[config.mk]
export PLATFORM = sky130hd
export DESIGN_NAME = car_voltage_adc_sampler
export DESIGN_NICKNAME = d
export VERILOG_FILES = /design/src/rtl/car_voltage_adc_sampler.sv
export SDC_FILE = /design/constraint.sdc
export NUM_CORES = 1
export LEC_CHECK = 0
export BUFFER_PORTS_ARGS = -buffer_cell sky130_fd_sc_hd__buf_4
export CORE_AREA = 3 3 73 75
export CTS_BUF_LIST = sky130_fd_sc_hd__clkbuf_8
export DETAILED_ROUTE_END_ITERATION = 10
export DIE_AREA = 0 0 76 78
export GPL_ROUTABILITY_DRIVEN = 0
export PLACE_DENSITY = 0.79
export SYNTH_ARGS = -nofsm -noshare
export SYNTH_HDL_FRONTEND = slang
export SYNTH_SLANG_ARGS = --single-unit
[constraint.sdc]
create_clock -name clk -period 2.4 [get_ports clk]
set_clock_uncertainty 0.05 [all_clocks]
set_input_delay 0.12 -clock clk [delete_from_list [all_inputs] [get_ports clk]]
set_output_delay 0.12 -clock clk [all_outputs]
set_load 0.02 [all_outputs]
[src/rtl/car_voltage_adc_sampler.sv]
// -----------------------------------------------------------------------------
// car_voltage_adc_sampler
//
// Periodic sampler for the battery-voltage channel of the LTC2308 SPI ADC.
// A free-running period counter fires a frame every SAMPLE_PERIOD clocks (while
// enabled). Each frame pulses CONVST, then clocks 12 SCK periods. During the
// frame the 6-bit config word is sent MSB-first on SDI and 12 result bits are
// captured MSB-first from SDO. The completed word is then presented on data_out
// and held until the next frame completes. data_out feeds the voltage PIO
// in_port, so it only ever changes as a whole word.
//
// Parameters
//   CLK_DIV       clk cycles per SCK half-period (>= 2)
//   CONV_CYCLES   clk cycles CONVST is held high
//   SAMPLE_PERIOD clk cycles between frame starts
//   CFG           LTC2308 config word {S/D, O/S, S1, S0, UNI, SLP}
//
// Ports
//   clk         in   system clock
//   reset_n     in   synchronous active-low reset
//   enable      in   allows new frames to start
//   adc_sdo     in   ADC serial data out
//   adc_convst  out  ADC conversion start
//   adc_sck     out  ADC serial clock
//   adc_sdi     out  ADC serial data in (config word)
//   data_out    out  last completed 12-bit sample
//   data_valid  out  one-cycle pulse when data_out updates
// -----------------------------------------------------------------------------
module car_voltage_adc_sampler #(
    parameter int          CLK_DIV       = 2,
    parameter int          CONV_CYCLES   = 80,
    parameter int          SAMPLE_PERIOD = 50000,
    parameter logic [5:0]  CFG           = 6'b100010
) (
    input  logic        clk,
    input  logic        reset_n,
    input  logic        enable,
    input  logic        adc_sdo,
    output logic        adc_convst,
    output logic        adc_sck,
    output logic        adc_sdi,
    output logic [11:0] data_out,
    output logic        data_valid
);

    localparam int PER_W  = $clog2(SAMPLE_PERIOD + 1);
    localparam int CONV_W = $clog2(CONV_CYCLES + 1);
    localparam int DIV_W  = $clog2(CLK_DIV + 1);

    localparam logic [PER_W-1:0]  PER_LAST  = PER_W'(SAMPLE_PERIOD - 1);
    localparam logic [CONV_W-1:0] CONV_LAST = CONV_W'(CONV_CYCLES - 1);
    localparam logic [DIV_W-1:0]  DIV_LAST  = DIV_W'(CLK_DIV - 1);
    localparam logic [3:0]        BIT_LAST  = 4'd11;

    typedef enum logic [1:0] {
        S_IDLE  = 2'd0,
        S_CONV  = 2'd1,
        S_SHIFT = 2'd2
    } state_t;

    state_t             state_q,  state_d;
    logic [PER_W-1:0]   per_q,    per_d;
    logic [CONV_W-1:0]  conv_q,   conv_d;
    logic [DIV_W-1:0]   div_q,    div_d;
    logic [3:0]         bit_q,    bit_d;
    logic               sck_q,    sck_d;
    logic               sdi_q,    sdi_d;
    logic               convst_q, convst_d;
    logic [11:0]        shreg_q,  shreg_d;
    logic [11:0]        data_q,   data_d;
    logic               valid_q,  valid_d;

    logic               tick;

    // Config bit driven during SCK period idx: CFG MSB-first for bits 0..5,
    // zero for the remaining six periods.
    function automatic logic cfg_bit(input logic [3:0] idx);
        logic [2:0] pos;
        if (idx < 4'd6) begin
            pos = 3'd5 - idx[2:0];
            return CFG[pos];
        end
        return 1'b0;
    endfunction

    // The period counter free-runs regardless of FSM state, so a tick that
    // lands outside IDLE simply skips that frame without shifting the cadence.
    assign tick = (per_q == PER_LAST);

    always_comb begin
        state_d  = state_q;
        per_d    = tick ? '0 : per_q + PER_W'(1);
        conv_d   = conv_q;
        div_d    = div_q;
        bit_d    = bit_q;
        sck_d    = sck_q;
        sdi_d    = sdi_q;
        convst_d = convst_q;
        shreg_d  = shreg_q;
        data_d   = data_q;
        valid_d  = 1'b0;

        unique case (state_q)
            S_IDLE: begin
                sck_d    = 1'b0;
                sdi_d    = 1'b0;
                convst_d = 1'b0;
                if (tick && enable) begin
                    state_d  = S_CONV;
                    conv_d   = '0;
                    convst_d = 1'b1;
                end
            end

            S_CONV: begin
                if (conv_q == CONV_LAST) begin
                    // First low phase starts on this edge, so the first config
                    // bit is presented together with it.
                    state_d  = S_SHIFT;
                    convst_d = 1'b0;
                    div_d    = '0;
                    bit_d    = '0;
                    sck_d    = 1'b0;
                    sdi_d    = cfg_bit(4'd0);
                end else begin
                    conv_d = conv_q + CONV_W'(1);
                end
            end

            S_SHIFT: begin
                if (div_q == DIV_LAST) begin
                    div_d = '0;
                    if (!sck_q) begin
                        // Rising SCK edge: SDO has been stable through the whole
                        // low phase, so it is captured here directly.
                        sck_d   = 1'b1;
                        shreg_d = {shreg_q[10:0], adc_sdo};
                    end else if (bit_q == BIT_LAST) begin
                        state_d = S_IDLE;
                        sck_d   = 1'b0;
                        sdi_d   = 1'b0;
                        data_d  = shreg_q;
                        valid_d = 1'b1;
                    end else begin
                        bit_d = bit_q + 4'd1;
                        sck_d = 1'b0;
                        sdi_d = cfg_bit(bit_q + 4'd1);
                    end
                end else begin
                    div_d = div_q + DIV_W'(1);
                end
            end

            default: begin
                state_d = S_IDLE;
            end
        endcase
    end

    always_ff @(posedge clk) begin
        if (!reset_n) begin
            state_q  <= S_IDLE;
            per_q    <= '0;
            conv_q   <= '0;
            div_q    <= '0;
            bit_q    <= '0;
            sck_q    <= 1'b0;
            sdi_q    <= 1'b0;
            convst_q <= 1'b0;
            shreg_q  <= '0;
            data_q   <= '0;
            valid_q  <= 1'b0;
        end else begin
            state_q  <= state_d;
            per_q    <= per_d;
            conv_q   <= conv_d;
            div_q    <= div_d;
            bit_q    <= bit_d;
            sck_q    <= sck_d;
            sdi_q    <= sdi_d;
            convst_q <= convst_d;
            shreg_q  <= shreg_d;
            data_q   <= data_d;
            valid_q  <= valid_d;
        end
    end

    assign adc_convst = convst_q;
    assign adc_sck    = sck_q;
    assign adc_sdi    = sdi_q;
    assign data_out   = data_q;
    assign data_valid = valid_q;

endmodule
==> metrics.cfg, run 1 <==
[status]
outcome = completed

[placed_design]
dp_hpwl_um = 3820
portBuffers = 19
place_inst = 402

[clock_tree]
htreeDepth = 3
root_buffer = clkbuf_8
cts_num_sinks = 59
cts_tree = done
cts_setup_buffers = 0
clock_latency_ps = 340
cts_hold_buf = 1
cts_resized = 0
clk_pin_slew_ps = 70
clk_path_buf_depth = 2
cts_buffers = 9

[sta]
hold_viol = 0
fmax_ghz = 0.502
fin_tns_setup_ps = 0
fin_crit_ps = 1990
worstMarginPinSlew_ps = 555
slew_headroom_pct = 62.8
fin_crit_sh_pct = 83.0
holdWs_ps = 186
setup_viol = 0
drv_slew = 0
grt_setup_unrepaired = false

[pwr]
power-per-cell-area_nw_per_um2 = 613
p_leak_nw = 1.20
vdd_drop_max_mv = 0.337

[global_routing]
grt_pass1_wl_um = 9730
grtUsageTotal_pct = 20.2
grt_overflow = 0
antenna_found_initial = 0
grt_max_degree = 50
first_global_vias = 2133

[logic_synthesis]
synth_top_area_share_pct = 40.7
synth-edff-count = 0
synth_nets = 338
synthTopCellsByCount = dfxtp_1 (59), nand2_1 (45), nor2_1 (19)
synth.avg_cell_area_um2 = 8.88
yosysWarnings = 0
synthCells = 327
synthesis.area_um2 = 2900
synth-main-ff-cell = dfxtp_1
yosysMostFrequentCell = dfxtp_1
ys_seq_area_share_pct = 40.7
synthTopCellsByArea = dfxtp_1 (41%), nand2_1 (5.8%), mux2i_1 (5.2%)
synth_seq_cells = 59
yosysTopAreaCell = dfxtp_1
synth.distinct_cells = 56
async_flop_share_pct = 0

[finish]
area.sequential_um2 = 1180
antenna_cells = 0
drive_above_1_share_pct = 15.1
final_util_pct = 70.3
area_growth_pct = 14.4
nFillCells = 363
nNetsFinal = 358
stdcell_count = 419
multi_input_area_um2 = 1600

[critical_path]
regToRegEndpoint = data_out[7]$_SDFFE_PN0P_
criticalPathCategory = flip-flop to flip-flop
worst-r2r-cell-count = 7
critPathBufInv = 2
path_max_fanout = 13
crit_family = simple AND/OR/NAND/NOR gates
crit_path_top_delay_cell = ha_1
cp-start-kind = flip-flop
crit_chain = inv_1, ha_1, and4b_1, and2_1, buf_4, mux2i_1, nor2b_1
worstPathRequired_ps = 2580
cp.arrival_ps = 2180
cp_slowest_stage_delay_ps = 390
worstSetupEndpointType = flip-flop
rrSetupSlack_ps = 410
worstReg2RegStart = state_q[0]$_SDFFE_PN0P_

[drt]
drt_iter0_markers = 126
route.detailed.drc = 0
wl_per_cell_um = 13.5
wirelength_um = 5660
drtPass1Iterations = 4
num_vias = 2378
vias_per_cell = 5.68
drtAntennaViolNets = 0

[floorplan]
die_w_um = 76
coreArea_um2 = 4720
dieArea_um2 = 5930
die_h_um = 78
placementRows = 25
io_pins = 20
initial_core_util_pct = 61.5

[job]
maxCapViolCount = 0

[hold_path]
hold_start = reset_n
hold_class = input pin to flip-flop
hold_depth = 3
whs_endpoint = div_q[1]$_SDFFE_PN0P_

worst register-to-register path, cell delays in order, from the launching register on:
cell,delay (ps)
dfxtp_1,350
inv_1,90
ha_1,390
and4b_1,350
and2_1,150
buf_4,240
mux2i_1,210
nor2b_1,70
where the power goes:
| part | total [mW] | switching, mW | internal [mW] | leakage (nW) |
|---|---|---|---|---|
| clock network | 1.01 | 0.419 | 0.591 | 0.114 |
| logic | 0.0379 | 0.0207 | 0.0172 | 0.613 |
| registers | 0.987 | 0.00399 | 0.983 | 0.476 |
| total | 2.03 | 0.444 | 1.59 | 1.20 |
per-layer routing:
layer,GRT usage (%),vias to the layer above,wire [um]
li1,-,1219,-
met5,0,-,0
met1,26.1,1115,2680
met2,31.8,36,2690
met3,6.03,8,227
met4,7.79,0,59
layout make-up:
| type | count | share of cell area (%) |
|---|---|---|
| multi-input cells | 242 | 48.3 |
| flip-flops and latches | 59 | 35.6 |
| repair buffers | 25 | 5.73 |
| clock buffers | 9 | 3.73 |
| clock inverters | 7 | 3.01 |
| well taps | 67 | 2.52 |
| inverters | 10 | 1.13 |
stage by stage:
stage                     total power, mW  setup slack, ps  cell area, um^2
after floorplan                      1.04              671             2900
after global placement               1.04              487             3090
after detailed placement             1.05              426             3090
after CTS                            2.05              429             3320
after global routing                 2.11              215             3320
final                                2.03              408             3320
worst max-delay path by stage:
stage                            start                   endpoint  slack [ps]  cells past startpoint
6_report       state_q[0]$_SDFFE_PN0P_   data_out[7]$_SDFFE_PN0P_         410                      7
5_1_grt        state_q[0]$_SDFFE_PN0P_   data_out[6]$_SDFFE_PN0P_         210                      7
4_1_cts        state_q[0]$_SDFFE_PN0P_  data_out[11]$_SDFFE_PN0P_         430                      7
3_5_place_dp   state_q[0]$_SDFFE_PN0P_  data_out[11]$_SDFFE_PN0P_         430                      7
3_3_place_gp    conv_q[0]$_SDFFE_PN0P_      bit_q[3]$_SDFFE_PN0P_         490                      5
2_1_floorplan   conv_q[0]$_SDFFE_PN0P_     conv_q[3]$_SDFFE_PN0P_         670                      6
kinds of logic after synthesis:
kind of cell | count (synthesis) | synth area share, %
xor+xnor | 13 | 3.92
simple gates | 141 | 26.6
mux | 15 | 5.17
compound gates | 66 | 16.6
fa+ha+maj | 7 | 3.02
buf+inv | 26 | 4.05
flops | 59 | 40.7
flip-flops by register name, indices dropped and copies added, names as in the netlist:
name,count
adc_convst,1
adc_sck,1
adc_sdi,1
bit_q,4
conv_q,7
data_out,12
data_valid,1
div_q,2
per_q,16
shreg_q,12
state_q,2
cells in the final DEF (no fill, tap or decap), types with 2 or more instances in the layout:
master / count
mux2i_1: 15
nor3_1: 4
nand3_1: 10
nand2b_1: 3
inv_1: 10
nand3b_1: 2
o21ai_0: 7
buf_4: 24
clkinv_4: 3
and4b_1: 2
and3_1: 6
nor2b_1: 14
a21boi_0: 13
o211ai_1: 5
a21oi_1: 14
clkbuf_8: 9
dfxtp_1: 59
bufinv_16: 2
or4_1: 2
nor2_1: 19
nand2_1: 45
or3_1: 6
and4_1: 2
xnor2_1: 4
ha_1: 7
nand4_1: 12
o31ai_1: 4
o32ai_1: 2
nor3b_1: 3
and2_1: 2
or4b_2: 2
a211oi_1: 2
xor2_1: 9
a31oi_1: 3
a31o_2: 3
Power figures use the tool's default switching activity.
==> run 2, diff against run 1 <==
==> constraint.sdc (replaced) <==
create_clock -name clk -period 1.87 [get_ports clk]
set_clock_uncertainty 0.05 [all_clocks]
set_input_delay 0.0935 -clock clk [delete_from_list [all_inputs] [get_ports clk]]
set_output_delay 0.0935 -clock clk [all_outputs]
set_load 0.02 [all_outputs]
==> run 2 against run 1 <==
Against the previous run:
- sequential share of layout area is 0.93 points lower
- worst setup slack lost 300 ps
- clock power up 34%
- largest power group unchanged
- highest routed layer unchanged
==> metrics.cfg, run 2 (synthesized netlist as in run 1, its figures left out) <==
[finish]
antenna_cells = 0
largest_reg_flops = 16
area_growth_pct = 17.5
final_util_pct = 72.2
layout_commonest_cell = dfxtp_1
stdcell_count = 427
nFillCells = 367
regMostFlops = per_q
layout_common_cells = dfxtp_1 (59), nand2_1 (45), buf_4 (31)
nNetsFinal = 366
drive_above_1_share_pct = 17.5

[floorplan]
coreArea_um2 = 4720
io_pins = 20
placementRows = 25
initial_core_util_pct = 61.5
die_h_um = 78
die_w_um = 76
dieArea_um2 = 5930

[sta]
setup_viol = 0
drv_slew = 0
holdWs_ps = 172
hold_viol = 0
fin_tns_setup_ps = 0
slew_headroom_pct = 64.1
fin_crit_ps = 1760
fmax_ghz = 0.567
fin_crit_sh_pct = 94.3
worstMarginPinSlew_ps = 538
grt_setup_unrepaired = false

[global_routing]
first_global_vias = 2240
grtUsageTotal_pct = 20.5
grt_max_degree = 50
antenna_found_initial = 0
grt_overflow = 0
grt_pass1_wl_um = 9920

[critical_path]
cp.arrival_ps = 1970
worstSetupEndpointType = flip-flop
cp_slowest_stage_delay_ps = 390
criticalPathCategory = flip-flop to flip-flop
worstReg2RegStart = per_q[0]$_SDFF_PP0_
rrSetupSlack_ps = 110
crit_chain = ha_2, and4_2, a41oi_1, or3_1, a21oi_1
worst-r2r-cell-count = 5
regToRegEndpoint = conv_q[6]$_SDFFE_PN0P_
crit_path_top_delay_cell = or3_1
cp-start-kind = flip-flop
worstPathRequired_ps = 2070
path_max_fanout = 5

[pwr]
vdd_drop_max_mv = 0.494
p_leak_nw = 1.25
total_power_mw = 2.67
power-per-cell-area_nw_per_um2 = 783

[drt]
drt_iter0_markers = 131
num_vias = 2414
vias_per_cell = 5.65
drtAntennaViolNets = 0
drtPass1Iterations = 5
wl_per_cell_um = 13.7
route.detailed.drc = 0
wirelength_um = 5850

[clock_tree]
root_buffer = clkbuf_8
clk_path_buf_depth = 2
cts_tree = done
cts_num_sinks = 59
clk_pin_slew_ps = 70
htreeDepth = 3
clock_latency_ps = 330
cts_buffers = 9

[hold_path]
hold_depth = 3
hold_class = input pin to flip-flop
whs_endpoint = div_q[1]$_SDFFE_PN0P_
hold_start = reset_n

[job]
maxCapViolCount = 0

[placed_design]
dp_hpwl_um = 3940
portBuffers = 19
place_inst = 410

[status]
outcome = completed

run 2: worst max-delay path, delay by kind of cell (launching register included):
family          cells  cell delay [ps]
compound gates      2              350
fa+ha+maj           1              230
flops               1              370
simple gates        2              680
run 2: what timing repair did:
action                     CTS  global route
setup endpoints to repair    0             6
hold endpoints to repair     1             0
buffers inserted             0             0
resized for setup            0             2
hold buffers                 1             0
run 2: cell type report:
type	count	area, um^2	area share [%]
Clock inverter	5	85.1	2.50
Sequential cell	59	1180	34.6
Inverter	10	37.5	1.10
Tap cell	67	83.8	2.46
Multi-Input combinational cell	242	1610	47.2
Clock buffer	11	151	4.44
Timing Repair Buffer	33	263	7.71
run 2: through the flow:
step	area, um^2	setup WS (ps)
CTS	3410	41.7
floorplan	2900	141
global route	3410	20.5
finish	3410	107
detailed placement	3160	79.0
global placement	3160	152
run 2: layer usage:
| layer | vias up | part of all wire [%] | GRT usage [%] |
|---|---|---|---|
| met2 | 58 | 46 | 33.3 |
| met1 | 1117 | 48 | 26.2 |
| met3 | 11 | 4.3 | 5.68 |
| met5 | - | 0 | 0 |
| met4 | 0 | 1.2 | 7.43 |
| li1 | 1228 | - | - |
run 2: how the worst max path moves through the flow:
stage / start / end / cells past startpoint
after floorplan: conv_q[0]$_SDFFE_PN0P_ / conv_q[3]$_SDFFE_PN0P_ / 6
final: per_q[0]$_SDFF_PP0_ / conv_q[6]$_SDFFE_PN0P_ / 5
after global placement: per_q[0]$_SDFF_PP0_ / conv_q[6]$_SDFFE_PN0P_ / 6
after global routing: per_q[0]$_SDFF_PP0_ / conv_q[6]$_SDFFE_PN0P_ / 5
after detailed placement: per_q[0]$_SDFF_PP0_ / conv_q[6]$_SDFFE_PN0P_ / 6
after CTS: per_q[0]$_SDFF_PP0_ / conv_q[6]$_SDFFE_PN0P_ / 5
run 2: power breakdown:
part	switching, mW	internal [mW]	total, mW
registers	0.00562	1.26	1.27
clock network	0.524	0.827	1.35
logic	0.0270	0.0226	0.0496
total	0.557	2.11	2.67
==> run 3, diff against run 2 <==
--- a/config.mk
+++ b/config.mk
@@ -6,12 +6,14 @@
 export NUM_CORES = 1
 export LEC_CHECK = 0
 export BUFFER_PORTS_ARGS = -buffer_cell sky130_fd_sc_hd__buf_4
-export CORE_AREA = 3 3 73 75
+export CELL_PAD_IN_SITES_DETAIL_PLACEMENT = 0
+export CELL_PAD_IN_SITES_GLOBAL_PLACEMENT = 1
+export CORE_AREA = 3 3 112 114
 export CTS_BUF_LIST = sky130_fd_sc_hd__clkbuf_8
 export DETAILED_ROUTE_END_ITERATION = 10
-export DIE_AREA = 0 0 76 78
+export DIE_AREA = 0 0 115 117
 export GPL_ROUTABILITY_DRIVEN = 0
-export PLACE_DENSITY = 0.79
+export PLACE_DENSITY = 0.48
 export SYNTH_ARGS = -nofsm -noshare
 export SYNTH_HDL_FRONTEND = slang
 export SYNTH_SLANG_ARGS = --single-unit
==> run 3 against run 2 <==
Against the previous run:
- sequential power is essentially flat
- final cell count grew 19%
- critical endpoint is now adc_sdi$_SDFFE_PN0P_
- highest routed layer unchanged
- flip-flop and latch count is the same
==> metrics.cfg, run 3 (synthesized netlist as in run 1, its figures left out) <==
[pwr]
power-per-cell-area_nw_per_um2 = 707
vdd_drop_max_mv = 0.234
total_power_mw = 2.49
p_leak_nw = 1.27

[drt]
wl_per_cell_um = 13.4
drtAntennaViolNets = 0
drtPass1Iterations = 6
num_vias = 2383
highest_layer = met4
met2WireLength_um = 2830
drt_iter0_markers = 87
route.detailed.drc = 0
vias_per_cell = 4.67
wirelength_um = 6840
routed-wl-met3_um = 203
routedLengthMet1_um = 3590

[global_routing]
grtUsageTotal_pct = 11.0
grt_overflow = 0
grt_pass1_wl_um = 11400
antenna_found_initial = 0
first_global_vias = 2354
grt_max_degree = 50

[floorplan]
initial_core_util_pct = 25.2
io_pins = 20
die_h_um = 117
dieArea_um2 = 13500
placementRows = 39
die_w_um = 115
coreArea_um2 = 11500

[critical_path]
cp.arrival_ps = 1990
regToRegEndpoint = adc_sdi$_SDFFE_PN0P_
worst-r2r-cell-count = 5
criticalPathCategory = flip-flop to flip-flop
crit_family = simple AND/OR/NAND/NOR gates
cp-start-kind = flip-flop
crit_chain = ha_1, or4b_2, nand3_1, a31oi_1, o21bai_1
crit_path_top_delay_cell = or4b_2
critPathBufInv = 0
worstSetupPathDepth = 5
cp_slowest_stage_delay_ps = 610
crit_end = adc_sdi$_SDFFE_PN0P_
rrSetupSlack_ps = 110
path_max_fanout = 5
cp-startpoint = bit_q[1]$_SDFFE_PN0P_
worstReg2RegStart = bit_q[1]$_SDFFE_PN0P_
worstSetupEndpointType = flip-flop
worstPathRequired_ps = 2100

[clock_tree]
clock_latency_ps = 350
clk_path_buf_depth = 2
htreeDepth = 3
clk_pin_slew_ps = 70
root_buffer = clkbuf_8
cts_tree = done
cts_num_sinks = 59
cts_buffers = 9

[sta]
fin_tns_setup_ps = 0
fmax_ghz = 0.569
worstMarginPinSlew_ps = 506
fin_crit_sh_pct = 94.1
grt_setup_unrepaired = false
fin_crit_ps = 1760
holdWs_ps = 181
setup_viol = 0
drv_slew = 0
hold_viol = 0
slew_headroom_pct = 66.3

[finish]
regMostFlops = per_q
nFillCells = 1246
largest_reg_flops = 16
layout_commonest_cell = dfxtp_1
area_growth_pct = 21.5
antenna_cells = 0
layout_common_cells = dfxtp_1 (58), nand2_1 (45), buf_4 (38)
nNetsFinal = 373
drive_above_1_share_pct = 20.2
stdcell_count = 510

[hold_path]
hold_class = input pin to flip-flop
hold_start = reset_n

[placed_design]
place_inst = 492
portBuffers = 19
dp_hpwl_um = 4710

[status]
outcome = completed

[job]
maxCapViolCount = 0

[run 3: worst min-delay path: cells and delay by family]
family          cells  cell delay (ps)
buf+inv             1              250
simple gates        1              130
compound gates      1               30
[run 3: area by class of cell]
| class | instances | area (um^2) | area share, % |
|---|---|---|---|
| sequential | 59 | 1180 | 33.5 |
| tap | 143 | 179 | 5.07 |
| inverter | 10 | 37.5 | 1.06 |
| clock buffer | 10 | 138 | 3.90 |
| multi-input combinational | 242 | 1620 | 45.9 |
| timing repair buffer | 40 | 315 | 8.94 |
| clock inverter | 6 | 56.3 | 1.60 |
[run 3: timing repair]
item,in CTS,in global routing
buffers inserted,0,1
endpoints found under the setup margin,0,12
hold endpoints to repair,1,0
gates resized for setup,0,7
hold buffers,1,0
[run 3: routing by layer]
metal	up-vias	track usage (%)
met2	35	16.2
li1	1244	-
met5	-	0
met3	18	3.24
met1	1086	14.2
met4	0	6.49
[run 3: worst min-delay path by stage]
stage                         endpoint  cells past startpoint
3_5_place_dp   shreg_q[0]$_SDFFE_PN0P_                      3
6_report         div_q[1]$_SDFFE_PN0P_                      3
5_1_grt        state_q[0]$_SDFFE_PN0P_                      2
2_1_floorplan  shreg_q[0]$_SDFFE_PN0P_                      2
4_1_cts          div_q[1]$_SDFFE_PN0P_                      3
3_3_place_gp   shreg_q[0]$_SDFFE_PN0P_                      3
[run 3: where the power goes]
part	switching, mW	total (mW)	leakage (nW)	internal, mW
sequential	0.00522	1.27	0.476	1.26
combinational	0.0297	0.0530	0.689	0.0233
clock	0.534	1.17	0.103	0.639
[run 3: stage by stage]
stage / util, % / instance area, um^2 / setup slack (ps)
final: 30.6 / 3530 / 111
after floorplan: - / 2900 / 141
after global placement: 28.7 / 3300 / 105
after global routing: 30.6 / 3530 / 6.10
after CTS: 30.4 / 3500 / 70.8
after detailed placement: 28.7 / 3300 / 89.8
